[src/rtl/bin2bcd_seq.sv]
// Iterative double-dabble converter: one input bit per clock, DONE pulses BIN_W+1 clocks after START is accepted.
// No queueing: START while BUSY is dropped, and BCD/OVF hold the previous result until the next DONE.
module bin2bcd_seq #(
    parameter int BIN_W  = 16,
    parameter int DIGITS = 4
) (
    input  logic                  CLK,
    input  logic                  RST,
    input  logic                  START,
    input  logic [BIN_W-1:0]      BIN,
    output logic                  BUSY,
    output logic                  DONE,
    output logic [4*DIGITS-1:0]   BCD,
    output logic                  OVF
);
    localparam int BCD_W = 4 * DIGITS;
    localparam int CNT_W = $clog2(BIN_W + 1);

    function automatic longint unsigned pow10(input int n);
        longint unsigned r;
        r = 1;
        for (int i = 0; i < n; i++) r = r * 10;
        return r;
    endfunction

    localparam longint unsigned MAX_VAL = pow10(DIGITS) - 1;
    localparam logic [CNT_W-1:0] LAST_IT = CNT_W'(BIN_W - 1);

    typedef enum logic [1:0] {IDLE, CONV, FIN} state_t;

    state_t             state_q, state_d;
    logic [BIN_W-1:0]   shift_q, shift_d;
    logic [BCD_W-1:0]   scratch_q, scratch_d;
    logic [BCD_W-1:0]   adj;
    logic [CNT_W-1:0]   cnt_q, cnt_d;
    logic               pend_ovf_q, pend_ovf_d;
    logic               busy_q, busy_d;
    logic               done_q, done_d;
    logic [BCD_W-1:0]   bcd_q, bcd_d;
    logic               ovf_q, ovf_d;
    logic               bin_big;

    // Pre-saturating the input keeps every scratch nibble <= 9, so no nibble can overflow.
    assign bin_big = 64'(BIN) > MAX_VAL;

    always_comb begin
        adj = scratch_q;
        for (int d = 0; d < DIGITS; d++) begin
            if (scratch_q[4*d +: 4] >= 4'd5)
                adj[4*d +: 4] = scratch_q[4*d +: 4] + 4'd3;
        end
    end

    always_comb begin
        state_d    = state_q;
        shift_d    = shift_q;
        scratch_d  = scratch_q;
        cnt_d      = cnt_q;
        pend_ovf_d = pend_ovf_q;
        busy_d     = busy_q;
        done_d     = 1'b0;
        bcd_d      = bcd_q;
        ovf_d      = ovf_q;
        unique case (state_q)
            IDLE: begin
                if (START) begin
                    state_d    = CONV;
                    shift_d    = bin_big ? BIN_W'(MAX_VAL) : BIN;
                    scratch_d  = '0;
                    cnt_d      = '0;
                    pend_ovf_d = bin_big;
                    busy_d     = 1'b1;
                end
            end
            CONV: begin
                scratch_d = BCD_W'({adj, shift_q[BIN_W-1]});
                shift_d   = {shift_q[BIN_W-2:0], 1'b0};
                cnt_d     = cnt_q + 1'b1;
                if (cnt_q == LAST_IT)
                    state_d = FIN;
            end
            FIN: begin
                bcd_d   = scratch_q;
                ovf_d   = pend_ovf_q;
                done_d  = 1'b1;
                busy_d  = 1'b0;
                state_d = IDLE;
            end
            default: state_d = IDLE;
        endcase
    end

    always_ff @(posedge CLK) begin
        if (RST) begin
            state_q    <= IDLE;
            shift_q    <= '0;
            scratch_q  <= '0;
            cnt_q      <= '0;
            pend_ovf_q <= 1'b0;
            busy_q     <= 1'b0;
            done_q     <= 1'b0;
            bcd_q      <= '0;
            ovf_q      <= 1'b0;
        end else begin
            state_q    <= state_d;
            shift_q    <= shift_d;
            scratch_q  <= scratch_d;
            cnt_q      <= cnt_d;
            pend_ovf_q <= pend_ovf_d;
            busy_q     <= busy_d;
            done_q     <= done_d;
            bcd_q      <= bcd_d;
            ovf_q      <= ovf_d;
        end
    end

    assign BUSY = busy_q;
    assign DONE = done_q;
    assign BCD  = bcd_q;
    assign OVF  = ovf_q;

endmodule
[config.mk]
export PLATFORM = sky130hd
export DESIGN_NAME = bin2bcd_seq
export DESIGN_NICKNAME = d
export VERILOG_FILES = /design/src/rtl/bin2bcd_seq.sv
export SDC_FILE = /design/constraint.sdc
export NUM_CORES = 1
export LEC_CHECK = 0
export CAP_MARGIN = 20
export CELL_PAD_IN_SITES_DETAIL_PLACEMENT = 0
export CELL_PAD_IN_SITES_GLOBAL_PLACEMENT = 2
export CORE_MARGIN = 5
export CORE_UTILIZATION = 30
export DETAILED_ROUTE_END_ITERATION = 12
export PLACE_DENSITY_LB_ADDON = 0.1
export SYNTH_ARGS = -nofsm -noshare
export SYNTH_HDL_FRONTEND = slang
export SYNTH_SLANG_ARGS = --single-unit
[constraint.sdc]
create_clock -name CLK -period 1.7 [get_ports CLK]
set_input_delay 0.425 -clock CLK [delete_from_list [all_inputs] [get_ports CLK]]
set_output_delay 0.425 -clock CLK [all_outputs]
set_load 0.01 [all_outputs]
# Word-level counts from Yosys, hierarchy flattened

Cells that the tools add are included.

Flip-flop bits (word level): 59
Input port bits: 19
Output and inout port bits: 19
Word-level logic and storage cells: 48

$add $sub $neg: 5
$lt $le $gt $ge: 5
Eq/ne operators: 5
Mux-type cells: 17
Reduce and logical (&&, ||, !) cells: 7

Operator list:

| kind                   | count |
|---|---|
| $pmux W16 S2           | 2 |
| $mux W16               | 3 |
| $ge A4 B3 Y1 const B   | 4 |
| $gt A16 B14 Y1 const B | 1 |
| $add A4 B2 Y4 const B  | 3 |
| $mux W4                | 3 |
| $pmux W5 S2            | 1 |
| $reduce_and A2 Y1      | 4 |
| $add A5 B1 Y5 const B  | 1 |
| $eq A5 B4 Y1 const B   | 1 |
| $mux W5                | 1 |
| $mux W2                | 2 |
| $ne A2 B2 Y1 const B   | 2 |
| $pmux W2 S2            | 1 |
| $reduce_bool A2 Y1     | 2 |
| $add A3 B2 Y3 const B  | 1 |
| $mux W3                | 1 |
| $eq A2 B1 Y1 const B   | 1 |
| $eq A2 B2 Y1 const B   | 1 |
| $logic_not A2 Y1       | 1 |
| $mux W1                | 2 |
| $pmux W1 S2            | 1 |

# Depth between registers and ports, before layout

Depth after elaboration: 4
Mapped depth: 6
Mapped depth without buffers: 6

# Worst setup path after synthesis

Ideal clock, no wire load.

Path type: input to register
From: input BIN[12]
To: register shift_q[6]
Setup time: 0.114 ns
Data arrival time: 1.391 ns
Required time: 1.586 ns
Slack: 0.195 ns
Stages: 4
Path buffers: 0
Cell sequence: or4_4 nor3_4 nor3_2 a21o_1

Longest elaborated chain between the ends: 4

Ends and longest elaborated chain:

| what                   | RTL line | text |
|---|---|---|
| start: declaration     | 10       | `input logic [BIN_W-1:0] BIN,` |
| $gt A16 B14 Y1         | 44       | `assign bin_big = 64'(BIN) > MAX_VAL;` |
| $mux W16               | 68       | `shift_d = bin_big ? BIN_W'(MAX_VAL) : BIN;` |
| $mux W16               | 66       | `if (START) begin` |
| $pmux W16 S2           | 64       | `unique case (state_q)` |
| end signal: assignment | 106      | `shift_q <= shift_d;` |
| end: declaration       | 32       | `logic [BIN_W-1:0] shift_q, shift_d;` |

Every way passes these cells. The select of a mux whose other input is x is not followed.
A chain may end at the register's enable or synchronous reset.

# Final worst setup path

Same ends and word-level chain as after synthesis.

==> results by group <==
Timing
  – RSZ-0062 raised after global routing: no
  – Clock skew: 0.00682 ns
  – Slew HR: 65.8%
  – WHS: 0.461 ns
  – Worst slew pin tran: 0.511 ns
  – Final-report hold violation count: 0
  – Pins Over Slew Limit: 0
  – FMAX: between 600 and 700 MHz
  – Setup-failing EPs final: 0
  – Minimum clock period: between 1.5 and 2 ns
  – Fin crit share: about 97%

Pwr
  – Pwr Total: 3.01 mW
  – VDD IR-drop max: about 0.00040 V
  – Leak: between 1 and 1.5 nW
  – PD cells: about 860 nW/um2

CTS
  – Clk root buf: clkbuf_8
  – H-tree depth: 3
  – TritonCTS clock tree: yes
  – CTS Hold Bufs: 0
  – Max Root-Sink Buffers: 2
  – CTS Buf Count: 9
  – Clock Pin Slew Worst Setup and Hold Paths: 0.07 ns
  – Skew-Pair Late Insertion Delay: approximately 0.33 ns
  – CTS sink cnt: just under 60

Synthesis
  – Syn_nets: roughly 300
  – Post-synthesis cell count: 270
  – Register area share after synthesis: 46.5%
  – Synthesized cell area: 2540 um2
  – Unique masters post-synth: 40
  – Avg Cell Area, Syn: 9.42 um2
  – Seq cells post-synth: 59
  – Yosys synthesis warning count: 0

Worst setup path
  – Crit path capture type: flop
  – Cell Chain, Critical Path: clkdlybuf4s50_1 -> or4_4 -> nor3_4 -> buf_4 -> nor3_4 -> a21o_1
  – Max Fanout on Critical Path: 4
  – Crit path kind: input port to flop
  – Data arrival time of the critical path: around 1.9 ns
  – Kind of start point of the critical path: input port
  – Slowest-stage cell, CP: or4_4
  – Cell mode on critical path: nor3_4
  – R2R cell count: 6
  – Crit path largest cell delay: about 0.44 ns
  – Worst EP required: 1.92 ns

Floorplan
  – DIE WIDTH: 102 um
  – Placeable Area: 8260 um2
  – Die area: about 10000 um2
  – # IOs: 38
  – Die Span Y: 102 um
  – Starting Density: 30.8%
  – Rows: 33

Drt
  – Post-Route WL: 6270 um
  – Detailed Route Iter0 Violations: 60
  – DRC: 0
  – Wire per inst: 14.0 um
  – 1st-pass router iterations: 5
  – Vias/cell: 4.77
  – Post-route ant nets: 0
  – Vias: 2140

GRT
  – Initial antenna violation count: 0
  – Number of global-route vias before repair: around 2100
  – Largest net degree at the start of global routing: 28
  – All-Layer GR Usage: 13.3%
  – First-pass GRT wire length: 10800 um
  – Gr ovfl total: 0

Place
  – GPL Wtd Cong: 0.730
  – Placed inst area: 3240 um2
  – Placed Instances: 431
  – Hpwl dp: 4320 um
  – IO Port Bufs: 37

Finish
  – Antenna Cells: 0
  – Highest-count cells in the layout ignoring fill and taps: 59 x dfxtp_1, 33 x buf_4, 28 x a22o_1, 28 x clkdlybuf4s50_1, 24 x nor2_1
  – Fin util: 42.5%
  – Layout area overhead: 37.9%
  – Post-route cell area: ~3500 um2
  – Fin cells: 449
  – Layout Nets: 368
  – Share of layout cells above drive strength 1: 19.5%
  – Most common cell after layout, fill and taps aside: dfxtp_1

Status
  – Status: finished, final reports clean

Hold path
  – Worst hold path type: flop to flop
  – Hold Crit Depth: 2

Run
  – Max capacitance violation total: 0
[logic make-up after synthesis]
logic type / Yosys count / share of synthesized area, %
buffers and inverters: 25 / 4.28
flip-flops: 59 / 46.5
adder cells (fa/ha/maj): 10 / 4.92
multiplexers: 5 / 2.02
XOR/XNOR: 7 / 2.41
AND/OR/NAND/NOR: 95 / 21.0
AO/OA/AOI/OAI: 69 / 18.9
[final timing paths]
check	slack (ns)	end	from
setup / recovery	0.05	shift_q[6]$_SDFFE_PP0P_	BIN[12]
hold / removal	0.46	shift_q[15]$_SDFFE_PP0P_	shift_q[14]$_SDFFE_PP0P_
setup reg to reg	0.17	scratch_q[2]$_SDFFE_PP0P_	scratch_q[1]$_SDFFE_PP0P_
hold reg to reg	0.46	shift_q[15]$_SDFFE_PP0P_	shift_q[14]$_SDFFE_PP0P_
[layer usage]
metal / track usage, % / vias up / wire [um]
met4: 3.94 / 0 / 64
li1: - / 1107 / -
met1: 17.3 / 991 / 3070
met2: 20.8 / 37 / 2880
met3: 4.85 / 5 / 247
met5: 0 / - / 0
[registers in the layout (all words and copies together) (netlist names)]
register / count
state_q: 2
BUSY: 1
OVF: 1
shift_q: 16
scratch_q: 16
BCD: 16
pend_ovf_q: 1
cnt_q: 5
DONE: 1
[area by class of cell]
cell class                 count  area, um2
inverter                      10       37.5
timing repair buffer          73        683
sequential                    59       1180
tap                          105        131
clock buffer                  11        141
clock inverter                 5       52.6
multi-input combinational    186       1280
fill                         832       4750
[metrics by stage]
stage / setup slack (ns) / TNS [ns]
after floorplan: 0.195 / 0
after global placement: -0.390 / -12.40
after detailed placement: -0.411 / -12.20
after CTS: 0.00140 / 0
after global routing: 0.00152 / 0
final: 0.0518 / 0
[cells in the mapped netlist]
cell	number	area share [%]
dfxtp_1	59	46
a22o_1	28	9.6
nor2_1	25	3.7
a21oi_1	20	3.9
nor3_1	14	2.8
buf_2	12	2.4
nand2_1	12	1.8
nand3_1	12	2.4
ha_1	10	4.9
inv_1	9	1.3
o21ai_1	7	1.4
nand2b_1	5	1.2
nor4_1	5	1.2
and3_1	4	0.98
mux2i_1	4	1.6
nor4_2	4	2.0
xnor2_1	4	1.4
a31oi_1	3	0.74
clkbuf_1	3	0.44
o21ai_0	3	0.59
xor2_1	3	1.0
a21o_1	2	0.59
nand4_1	2	0.49
nor2b_1	2	0.49
nor3b_2	2	0.98
o2bb2ai_1	2	0.69
a21oi_2	1	0.34
and2_1	1	0.25
and2b_1	1	0.30
inv_2	1	0.15
mux2_1	1	0.44
nand3_2	1	0.39
nand3b_1	1	0.30
nor3_2	1	0.39
nor3_4	1	0.64
o211ai_1	1	0.30
o21bai_2	1	0.44
o22ai_1	1	0.25
or3b_1	1	0.34
or4_4	1	0.44
[worst max-delay path, delay by kind of cell]
family / cells / cell delay, ns
AND/OR/NAND/NOR: 3 / 0.70
buffers and inverters: 2 / 0.57
AO/OA/AOI/OAI: 1 / 0.19
[power by group]
group	switching, mW	total, mW	internal (mW)
Clock	0.566	1.28	0.710
Combinational	0.153	0.297	0.144
Sequential	0.0227	1.44	1.42
Total	0.741	3.01	2.27
[timing repair]
action,in CTS,in global routing
pin swaps,0,4
cloned,0,0
endpoints found under the setup margin,17,30
setup buffers,0,2
gates resized for setup,4,13
(Power assumes the default switching activity.)
